===== src/rtl/tdm_pkg.sv =====
`default_nettype none
// ============================================================================
// Module      : tdm_pkg
// Description : Shared constants, types and state encoding for the 8-channel
//               TDM demultiplexer.
// Revision    : 1.0 - initial release
// ============================================================================
package tdm_pkg;

    localparam int NUM_CH = 8;
    localparam int SLOT_W = 3;

    localparam logic [0:0] HUNT = 1'b0;
    localparam logic [0:0] RUN  = 1'b1;

    typedef logic [NUM_CH-1:0] chan_t;
    typedef logic [SLOT_W-1:0] slot_t;
    typedef logic [0:0]        state_t;

    localparam slot_t c_first_slot = slot_t'(0);
    localparam slot_t c_last_slot  = slot_t'(NUM_CH - 1);

    function automatic logic is_last_slot(input slot_t s);
        return s == c_last_slot;
    endfunction

endpackage
`default_nettype wire


===== src/rtl/tdm_demux_8ch_if.sv =====
`default_nettype none
// ============================================================================
// Module      : tdm_demux_8ch_if
// Description : Serial TDM input and parallel channel output bundle.
// Revision    : 1.0 - initial release
// ============================================================================
interface tdm_demux_8ch_if;
    import tdm_pkg::*;

    logic  en;
    logic  sync;
    logic  din;
    chan_t y;
    slot_t slot;
    logic  locked;
    logic  frame_valid;
    logic  sync_err;

    modport master (
        output en, sync, din,
        input  y, slot, locked, frame_valid, sync_err
    );

    modport slave (
        input  en, sync, din,
        output y, slot, locked, frame_valid, sync_err
    );

endinterface
`default_nettype wire


===== src/rtl/tdm_slot_counter.sv =====
`default_nettype none
// ============================================================================
// Module      : tdm_slot_counter
// Description : Slot index counter with increment, load-to-1 and clear.
//               Priority: clear, then load, then increment (wraps modulo 2^W).
// Revision    : 1.0 - initial release
// ============================================================================
module tdm_slot_counter
    import tdm_pkg::*;
#(
    parameter int WIDTH = SLOT_W
) (
    input  wire logic             clk,
    input  wire logic             rst_n,
    input  wire logic             i_inc,
    input  wire logic             i_load1,
    input  wire logic             i_clr,
    output logic      [WIDTH-1:0] o_count
);

    logic [WIDTH-1:0] r_count;

    always_ff @(posedge clk or negedge rst_n) begin
        if (!rst_n) begin
            r_count <= '0;
        end else if (i_clr) begin
            r_count <= '0;
        end else if (i_load1) begin
            r_count <= WIDTH'(1);
        end else if (i_inc) begin
            r_count <= r_count + WIDTH'(1);
        end
    end

    assign o_count = r_count;

endmodule
`default_nettype wire


===== src/rtl/tdm_demux_8ch.sv =====
`default_nettype none
// ============================================================================
// Module      : tdm_demux_8ch
// Description : Receive end of an 8:1 TDM link; aligns on sync and delivers
//               each completed frame in parallel on y.
// Revision    : 1.0 - initial release
// ============================================================================
module tdm_demux_8ch
    import tdm_pkg::*;
(
    input  wire logic          clk,
    input  wire logic          rst_n,
    tdm_demux_8ch_if.slave     bus
);

    state_t              r_state;
    logic [NUM_CH-2:0]   r_shadow;
    chan_t               r_y;
    logic                r_frame_valid;
    logic                r_sync_err;

    slot_t               w_slot;
    logic                w_cnt_inc;
    logic                w_cnt_load1;
    logic                w_cnt_clr;

    // A sync strobe always restarts at slot 1; an unsynced strobe only
    // advances while running, and at slot 0 it means alignment was lost.
    always_comb begin
        w_cnt_inc   = 1'b0;
        w_cnt_load1 = 1'b0;
        w_cnt_clr   = 1'b0;
        if (bus.en) begin
            if (bus.sync) begin
                w_cnt_load1 = 1'b1;
            end else if (r_state == RUN) begin
                if (w_slot == c_first_slot) begin
                    w_cnt_clr = 1'b1;
                end else begin
                    w_cnt_inc = 1'b1;
                end
            end
        end
    end

    tdm_slot_counter #(
        .WIDTH   (SLOT_W)
    ) u_slot_counter (
        .clk     (clk),
        .rst_n   (rst_n),
        .i_inc   (w_cnt_inc),
        .i_load1 (w_cnt_load1),
        .i_clr   (w_cnt_clr),
        .o_count (w_slot)
    );

    always_ff @(posedge clk or negedge rst_n) begin
        if (!rst_n) begin
            r_state       <= HUNT;
            r_shadow      <= '0;
            r_y           <= '0;
            r_frame_valid <= 1'b0;
            r_sync_err    <= 1'b0;
        end else begin
            r_frame_valid <= 1'b0;
            r_sync_err    <= 1'b0;
            if (bus.en) begin
                if (bus.sync) begin
                    // Sync mid-frame abandons the partial frame but keeps lock.
                    r_shadow[0] <= bus.din;
                    r_state     <= RUN;
                    if ((r_state == RUN) && (w_slot != c_first_slot)) begin
                        r_sync_err <= 1'b1;
                    end
                end else if (r_state == RUN) begin
                    if (w_slot == c_first_slot) begin
                        r_sync_err <= 1'b1;
                        r_state    <= HUNT;
                    end else if (is_last_slot(w_slot)) begin
                        r_y           <= {bus.din, r_shadow};
                        r_frame_valid <= 1'b1;
                    end else begin
                        r_shadow[w_slot] <= bus.din;
                    end
                end
            end
        end
    end

    assign bus.y           = r_y;
    assign bus.slot        = w_slot;
    assign bus.locked      = r_state;
    assign bus.frame_valid = r_frame_valid;
    assign bus.sync_err    = r_sync_err;

endmodule
`default_nettype wire


===== src/flat_wrapper.sv =====
// flat-port wrapper written by rule: the top's interface ports become plain ports
module tdm_demux_8ch_flat import tdm_pkg::*;
  (clk, rst_n, bus_en, bus_sync, bus_din, bus_y, bus_slot, bus_locked, bus_frame_valid, bus_sync_err);
  tdm_demux_8ch_if bus_i ();
  input  wire logic clk;
  input  wire logic rst_n;
  input wire logic [$bits(bus_i.en)-1:0] bus_en;
  input wire logic [$bits(bus_i.sync)-1:0] bus_sync;
  input wire logic [$bits(bus_i.din)-1:0] bus_din;
  output wire logic [$bits(bus_i.y)-1:0] bus_y;
  output wire logic [$bits(bus_i.slot)-1:0] bus_slot;
  output wire logic [$bits(bus_i.locked)-1:0] bus_locked;
  output wire logic [$bits(bus_i.frame_valid)-1:0] bus_frame_valid;
  output wire logic [$bits(bus_i.sync_err)-1:0] bus_sync_err;
  assign bus_i.en = bus_en;
  assign bus_i.sync = bus_sync;
  assign bus_i.din = bus_din;
  assign bus_y = bus_i.y;
  assign bus_slot = bus_i.slot;
  assign bus_locked = bus_i.locked;
  assign bus_frame_valid = bus_i.frame_valid;
  assign bus_sync_err = bus_i.sync_err;
  tdm_demux_8ch u_core (.clk(clk), .rst_n(rst_n), .bus(bus_i));
endmodule

===== config.mk =====
export PLATFORM = sky130hd
export DESIGN_NAME = tdm_demux_8ch_flat
export DESIGN_NICKNAME = d
export VERILOG_FILES = /design/src/rtl/tdm_pkg.sv /design/src/rtl/tdm_demux_8ch_if.sv /design/src/rtl/tdm_slot_counter.sv /design/src/rtl/tdm_demux_8ch.sv /design/src/flat_wrapper.sv
export SDC_FILE = /design/constraint.sdc
export NUM_CORES = 1
export LEC_CHECK = 0
export CAP_MARGIN = 30
export CORE_MARGIN = 1
export CORE_UTILIZATION = 35
export CTS_CLUSTER_DIAMETER = 150
export DETAILED_ROUTE_END_ITERATION = 8
export SLEW_MARGIN = 20
export SYNTH_ARGS = -nofsm -noshare
export SYNTH_HDL_FRONTEND = slang
export SYNTH_SLANG_ARGS = --single-unit
export TNS_END_PERCENT = 20

===== constraint.sdc =====
create_clock -name clk -period 2.1 [get_ports clk]
set_clock_uncertainty 0.05 [all_clocks]
set_input_delay 0.42 -clock clk [delete_from_list [all_inputs] [get_ports clk]]
set_output_delay 0.42 -clock clk [all_outputs]
set_load 0.02 [all_outputs]

After elaboration in Yosys (flattened, before gate mapping):

Index checks and enable logic that the tools add are counted.

* add/subtract/negate cells: 1
* $lt $le $gt $ge: 2
* equality and inequality tests: 3
* multiplexer cells: 29
* bitwise logic cells: 3
* reduce and logical (&&, ||, !) cells: 9

Operator list (count)
* $mux 1: 24
* $reduce_and 5->1: 2
* $mux 3: 3
* $bwmux 7: 1
* $reduce_bool 3->1: 2
* $lt 3x4->1 const B: 1
* $ne 2x2->1 const B: 2
* $reduce_and 4->1: 1
* $add 3x1->3 const B: 1
* $demux 1 s3: 1
* $eq 3x3->1 const B: 1
* $ge 3x1->1 const B: 1
* $logic_not 3->1: 1
* $not 1->1: 3
* $logic_and 1x1->1: 2
* $reduce_bool 2->1: 1

* register bits: 21
* bits of input ports: 5
* output and inout bits: 14
* logic and storage cells: 54

Logic depth before layout (Yosys ltp):

Gate-level depths: netlist of the first run.

* depth in word-level cells: 9
* depth in mapped cells: 5

Modules after synthesis:

From an unflattened synthesis of the first run, not the netlist that was laid out.

* cells, all modules: 63
* area total of the unflattened synthesis: 903.4 µm²

Modules (own cells, without submodules)
* tdm_demux_8ch: times used 1, cells an instance 51, area each 753.2 µm²
* tdm_slot_counter: times used 1, cells an instance 12, area each 150.1 µm²

Worst setup path before layout of the first run:

Ideal clock, no wire load.

* path type: register to register
* from: register u_core.u_slot_counter.r_count[1] (netlist: u_core.u_slot_counter.o_count[1])
* to: register u_core.r_shadow[0]
* setup time: 0.125 ns
* data arrival time: 1.709 ns
* required time: 1.925 ns
* slack: 0.216 ns
* cell stages (with the launch flop): 6
* buffers on the path: 0
* period minus slack after synthesis: 1.884 ns
* cells stage by stage: dfrtp_1 -> ha_1 -> ha_1 -> and4bb_2 -> a22oi_1 -> mux2_2

* cells in the longest elaborated chain, start to end: 9

Ends and longest elaborated chain
* start: declaration: RTL line tdm_slot_counter.sv:21 `logic [WIDTH-1:0] r_count;`
* start signal: assignment: RTL line tdm_slot_counter.sv:31 `r_count <= r_count + WIDTH'(1);`
* $lt 3x4->1 (implied by the code) / $ge 3x1->1 (equally long branches): RTL line tdm_demux_8ch.sv:83 `r_shadow[w_slot] <= bus.din;`
* $logic_and 1x1->1 (implied by the code): RTL line tdm_demux_8ch.sv:83
* $mux 1 (implied by the code): RTL line tdm_demux_8ch.sv:83
* $demux 1 s3
* $bwmux 7: RTL line tdm_demux_8ch.sv:83
* $mux 1: RTL line tdm_demux_8ch.sv:79 `end else if (is_last_slot(w_slot)) begin`
* $mux 1: RTL line tdm_demux_8ch.sv:76 `if (w_slot == c_first_slot) begin`
* $mux 1: RTL line tdm_demux_8ch.sv:75 `end else if (r_state == RUN) begin`
* $mux 1: RTL line tdm_demux_8ch.sv:68 `if (bus.sync) begin`
* end signal: assignment: RTL line tdm_demux_8ch.sv:70 `r_shadow[0] <= bus.din;`
* end signal: indexed assignment: RTL line tdm_demux_8ch.sv:83
* end: declaration: RTL line tdm_demux_8ch.sv:17 `logic [NUM_CH-2:0] r_shadow;`

Several ways; a longest one is shown, not always the timed one. The select of a mux whose other input is x is not followed.
A chain may end at the register's enable or synchronous reset.

Final worst setup path of the first run:

* from: register u_core.u_slot_counter.r_count[0] (netlist: u_core.u_slot_counter.o_count[0])
* to: output port bus_slot[0]

RTL lines
* end: declaration: RTL line flat_wrapper.sv:11 `output wire logic [$bits(bus_i.slot)-1:0] bus_slot;`

No word-level cell between the ends.

==> results of run 1 <==
cells by family after synthesis:
kind of cell / count (synthesis) / synth area share [%]
xor gates and xnor gates: 1 / 0.892
buffers and inverters: 8 / 4.97
muxes: 15 / 17.2
and+or+nand+nor: 18 / 12.9
DFF: 21 / 53.5
adders and majority gates: 3 / 3.82
AOI/OAI and AO/OA: 8 / 6.75
worst max-delay path, cell delays in order, from the launching register on:
cell	delay, ns
dfrtp_1	0.41
buf_4	0.17
clkdlybuf4s50_1	0.60
power groups by stage:
stage                     combinational [µW]  clock [µW]  sequential, µW
final                                    511         187             569
after global routing                     568         217             581
after CTS                                519         199             569
after detailed placement                 517           0             578
after global placement                   514           0             575
after floorplan                          260           0             637
cells in the mapped netlist:
| master | count | area, µm² |
|---|---|---|
| a22o_1 | 1 | 8.76 |
| nand3_1 | 4 | 20.0 |
| o32a_1 | 1 | 10.0 |
| nand4b_1 | 1 | 8.76 |
| o21ai_0 | 1 | 5.00 |
| nor2_1 | 2 | 7.51 |
| a31o_2 | 1 | 8.76 |
| nand2_1 | 2 | 7.51 |
| nor3b_1 | 1 | 7.51 |
| nand3_4 | 1 | 17.5 |
| xor2_1 | 1 | 8.76 |
| a22o_2 | 1 | 10.0 |
| nor2b_1 | 1 | 6.26 |
| and4bb_2 | 2 | 25.0 |
| nand4_1 | 1 | 6.26 |
| ha_1 | 3 | 37.5 |
| a22oi_1 | 1 | 7.51 |
| buf_4 | 1 | 7.51 |
| nand2b_1 | 1 | 6.26 |
| mux2_2 | 15 | 169 |
| nor3_1 | 1 | 5.00 |
| a32o_1 | 1 | 10.0 |
| buf_6 | 2 | 22.5 |
| inv_1 | 5 | 18.8 |
| dfrtp_1 | 21 | 526 |
| and3b_1 | 1 | 8.76 |
| o22ai_1 | 1 | 6.26 |
layer usage:
layer | routed length, µm | track usage (%) | vias up
met5 | 0 | 0 | -
met4 | 29 | 7.50 | 0
met3 | 39 | 2.46 | 2
met2 | 739 | 20.1 | 11
met1 | 875 | 18.9 | 315
li1 | - | - | 314
registers in the layout (all words and copies together), names as in the netlist:
name and cells:
u_core.bus.sync_err 1, u_core.bus.y 8, u_core.bus.frame_valid 1, u_core.r_shadow 7, u_core.u_slot_counter.o_count 3, u_core.bus.locked 1
layout by cell type, fill, tap and decap left out:
master           netlist  layout
a22o_1                 1       1
a22o_2                 1       1
a22oi_1                1       1
a31o_2                 1       1
a32o_1                 1       1
and3b_1                1       1
and4bb_2               2       2
buf_4                  1       5
clkbuf_4               0       3
clkdlybuf4s50_1        0      18
clkinv_2               0       1
dfrtp_1               21      21
ha_1                   3       3
inv_1                  5       5
mux2_2                15      15
nand2_1                2       2
nand2b_1               1       1
nand3_1                4       4
nand3_4                1       1
nand4_1                1       1
nand4b_1               1       1
nor2_1                 2       2
nor2b_1                1       1
nor3_1                 1       1
nor3b_1                1       1
o21ai_0                1       1
o22ai_1                1       1
o32a_1                 1       1
xor2_1                 1       1
metrics by stage:
step	setup slack [ns]	util, %	cells
2_1_floorplan	0.216	-	74
3_3_place_gp	0.174	47.0	124
3_5_place_dp	0.142	47.0	124
4_1_cts	0.151	48.1	128
5_1_grt	0.0904	48.1	128
6_report	0.153	48.1	128
cell type report:
type,instances,area (µm²)
fill,231,1330
sequential,21,526
multi-input combinational,45,408
timing repair buffer,23,218
tap,30,37.5
clock buffer,3,22.5
inverter,5,18.8
clock inverter,1,5.00
how the worst max path moves through the flow:
stage               slack [ns]                        startpoint            endpoint
CTS                       0.15  u_core.u_slot_counter.o_count[0]         bus_slot[0]
floorplan                 0.22  u_core.u_slot_counter.o_count[1]  u_core.r_shadow[0]
finish                    0.15  u_core.u_slot_counter.o_count[0]         bus_slot[0]
detailed placement        0.14                          bus_sync     u_core.bus.y[4]
global placement          0.17                          bus_sync     u_core.bus.y[2]
global route              0.09  u_core.u_slot_counter.o_count[0]         bus_slot[0]
==> results.toml, run 1 <==
[timing]
setup_viol = 0
relSlewSlack_pct = 82.3
min_period_ns = 1.95
fin_crit_sh_pct = 92.7
drv_slew = 0
hold_ws_ns = 0.399
worstMarginPinSlew_ns = 0.263
rsz0062_at_grt = "no"
tns_ns = 0
fmax_mhz = 514
hold_violations = 0

[power_and_ir_drop]
p_per_area_nw_per_um2 = 1030
power.share.switching_pct = 34.8
seqPwrFrac_pct = 44.9
pwr-share-comb_pct = 40.4
total_power_uw = 1270
internal_power_uw = 826
vdd_drop_max_mv = 0.462
p_switching_uw = 441
p_leak_uw = 0.000574
p_clk_share_pct = 14.7

[worst_setup_path]
crit_path_end_kind = "output port"
reg2reg_depth = 6
cp.arrival_ns = 1.48
regToRegStartpoint = "u_core.u_slot_counter.o_count[0]"
worst_setup_path_start_kind = "flip-flop"
rr_endpoint = "u_core.bus.y[2]"
crit_path_max_fanout = 8
crit_type = "reg2out"
cp.required_ns = 1.63
worst-r2r-setup-slack_ns = 0.29

[synthesis]
syn_nets = 82
post_synth.cell_area_avg_um2 = 13.3
seq_area_frac_synth_pct = 53.5
synth_warnings = 0
synth_area_um2 = 982
synthDistinctLibCells = 27
postSynthRegisterBits = 21
synthCells = 74

[drt]
num_vias = 642
drc = 0
drt_iter0_drc = 8
firstDrtPassIters = 4
via_per_inst = 5.02
wirelength_um = 1680
wl_per_cell_um = 13.2
ant_nets = 0

[place]
dpl_cell_area_um2 = 1210
hpwl_um = 1260
globalplace.congestion = 0.754
io_buffers = 18

[die]
io-pin-count = 19
fp.dieW_um = 55.0
die_h_um = 55.0
rows = 18
start_util_pct = 38.3
die_area_um2 = 3020
core_um2 = 2570

[clocking]
clk_pin_slew_ns = 0.11
cts.repair.resized = 0
hold_buffers = 0
cts_buffer_depth = 2
cts_setup_buffers = 0
cts_tree = "done"
cts.sinks = 21
worstSkewPairLatency_ns = 0.29
cts-root-buf = "clkbuf_4"
cts-buffers-inserted = 3
h-tree-depth = 1

[hold_path]
hp-class = "in2async"

[final_layout]
fin_nets = 107
antenna_cells = 0
areaGrowthSynthToFinish_pct = 25.7
drive_gt1_share_pct = 29.6
final_cell_area_um2 = 1230

[global_routing]
grt_max_degree = 22
grt_pass1_wl_um = 2840
grt_usage_pct = 13.7
grt_pass1_vias = 613
overflow = 0
antenna_found_initial = 0

[run]
drv_cap = 0

[run_status]
status = "finished, final reports clean"
No activity file was read; power rests on OpenSTA's default activity.
==> run 2: changes to the inputs <==
- RECOVER_POWER: not set -> 25
==> results.toml, run 2 (synthesis gave the netlist of run 1 again) <==
[final_layout]
fin_nets = 107
nFillCells = 231
areaGrowthSynthToFinish_pct = 25.4
drive_gt1_share_pct = 28.6
antenna_cells = 0
final_common_cell = "dfrtp_1"
layout_common_cells = "21 x dfrtp_1, 17 x clkdlybuf4s50_1, 15 x mux2_2"
largest_register_ffs = 8

[hold_path]
hp-class = "reg2reg"
hp-start = "u_core.r_shadow[2]"

[power_and_ir_drop]
p_leak_uw = 0.000571
total_power_uw = 1270
vdd_drop_max_mv = 0.462
p_per_area_nw_per_um2 = 1030

[clocking]
cts.repair.resized = 0
clk_pin_slew_ns = 0.11
cts_tree = "done"
cts-buffers-inserted = 3
h-tree-depth = 1
cts-root-buf = "clkbuf_4"
cts_setup_buffers = 0
hold_buffers = 0
worstSkewPairLatency_ns = 0.29
cts.sinks = 21
cts_buffer_depth = 2

[worst_setup_path]
regToRegStartpoint = "u_core.u_slot_counter.o_count[0]"
crit_path_end_kind = "output port"
crit_type = "reg2out"
reg2reg_depth = 6
worst-r2r-setup-slack_ns = 0.29
cp.arrival_ns = 1.48
worst_setup_path_start_kind = "flip-flop"
critPathCapture = "bus_slot[0]"
cp.required_ns = 1.63
crit_chain = "buf_4 -> clkdlybuf4s50_1"
crit_path_top_delay_cell = "clkdlybuf4s50_1"
crit_path_max_fanout = 8
critPathMaxStageDelay_ns = 0.60
critPathLaunch = "u_core.u_slot_counter.o_count[0]"
rr_endpoint = "u_core.bus.y[2]"

[timing]
hold_violations = 0
hold_ws_ns = 0.462
setup_viol = 0
rsz0062_at_grt = "no"
relSlewSlack_pct = 26.5
worstMarginPinSlew_ns = 1.10
drv_slew = 0
tns_ns = 0
fmax_mhz = 514
min_period_ns = 1.95
fin_crit_sh_pct = 92.7

[global_routing]
grt_pass1_vias = 613
grt_max_degree = 22
grt_usage_pct = 13.7
antenna_found_initial = 0
overflow = 0
grt_pass1_wl_um = 2840

[drt]
firstDrtPassIters = 4
drc = 0
wirelength_um = 1680
num_vias = 642
wl_per_cell_um = 13.2
drt_iter0_drc = 8
via_per_inst = 5.02
ant_nets = 0

[die]
fp.dieW_um = 55.0
core_um2 = 2570
die_h_um = 55.0
die_area_um2 = 3020
start_util_pct = 38.3
io-pin-count = 19
rows = 18

[place]
io_buffers = 18
globalplace.congestion = 0.754
hpwl_um = 1260

[run]
drv_cap = 0

[run_status]
status = "finished, final reports clean"
==> run 2: cell count changes in the layout (fill, tap and decap cells not counted) <==
cell,before,now
buf_4,5,4
clkbuf_1,0,1
clkdlybuf4s50_1,18,17
dlygate4sd3_1,0,1
==> run 2: area by class of cell <==
type / count / area (µm²) / area share [%]
clock inverters: 1 / 5.00 / 0.407
inverters: 5 / 18.8 / 1.52
clock buffers: 3 / 22.5 / 1.83
flip-flops and latches: 21 / 526 / 42.7
multi-input cells: 45 / 408 / 33.1
repair buffers: 23 / 214 / 17.4
well taps: 30 / 37.5 / 3.05
==> run 2: routing by layer <==
layer  global-route usage [%]  routed length (µm)
met1                     18.9                 874
met2                     20.1                 740
met3                     2.46                  39
met4                     7.50                  29
met5                        0                   0
==> run 2: worst min path at each step <==
stage / to / slack, ns / depth (start not counted)
after floorplan: u_core.bus.frame_valid / 0.07 / 0
after global placement: u_core.bus.y[3] / 0.44 / 1
after detailed placement: u_core.bus.y[3] / 0.44 / 1
after CTS: u_core.bus.y[6] / 0.40 / 2
after global routing: u_core.r_shadow[3] / 0.47 / 1
final: u_core.r_shadow[2] / 0.46 / 1
==> run 2: per-stage QoR <==
step                instance area (µm²)  util [%]  setup slack [ns]  cells
floorplan                           982         -             0.216     74
global route                       1230      48.0            0.0904    128
global placement                   1210      47.0             0.174    124
CTS                                1230      48.1             0.151    128
detailed placement                 1210      47.0             0.142    124
finish                             1230      48.0             0.153    128
==> run 2: power breakdown <==
| group | internal (µW) | total, µW | switching, µW |
|---|---|---|---|
| sequential | 499 | 569 | 70.2 |
| combinational | 255 | 510 | 255 |
| clock | 70.7 | 187 | 116 |
| total | 825 | 1270 | 441 |
==> run 2: critical path: cells and delay by family, from the launching register on <==
kind     cells  cell delay [ns]
buf+inv      2             0.77
flops        1             0.41
==> run 3: changes to the inputs <==
- SKIP_CTS_REPAIR_TIMING: not set -> 1
==> results of run 3 <==
Same layout as run 2: the final DEF is identical, and so are final timing and power.
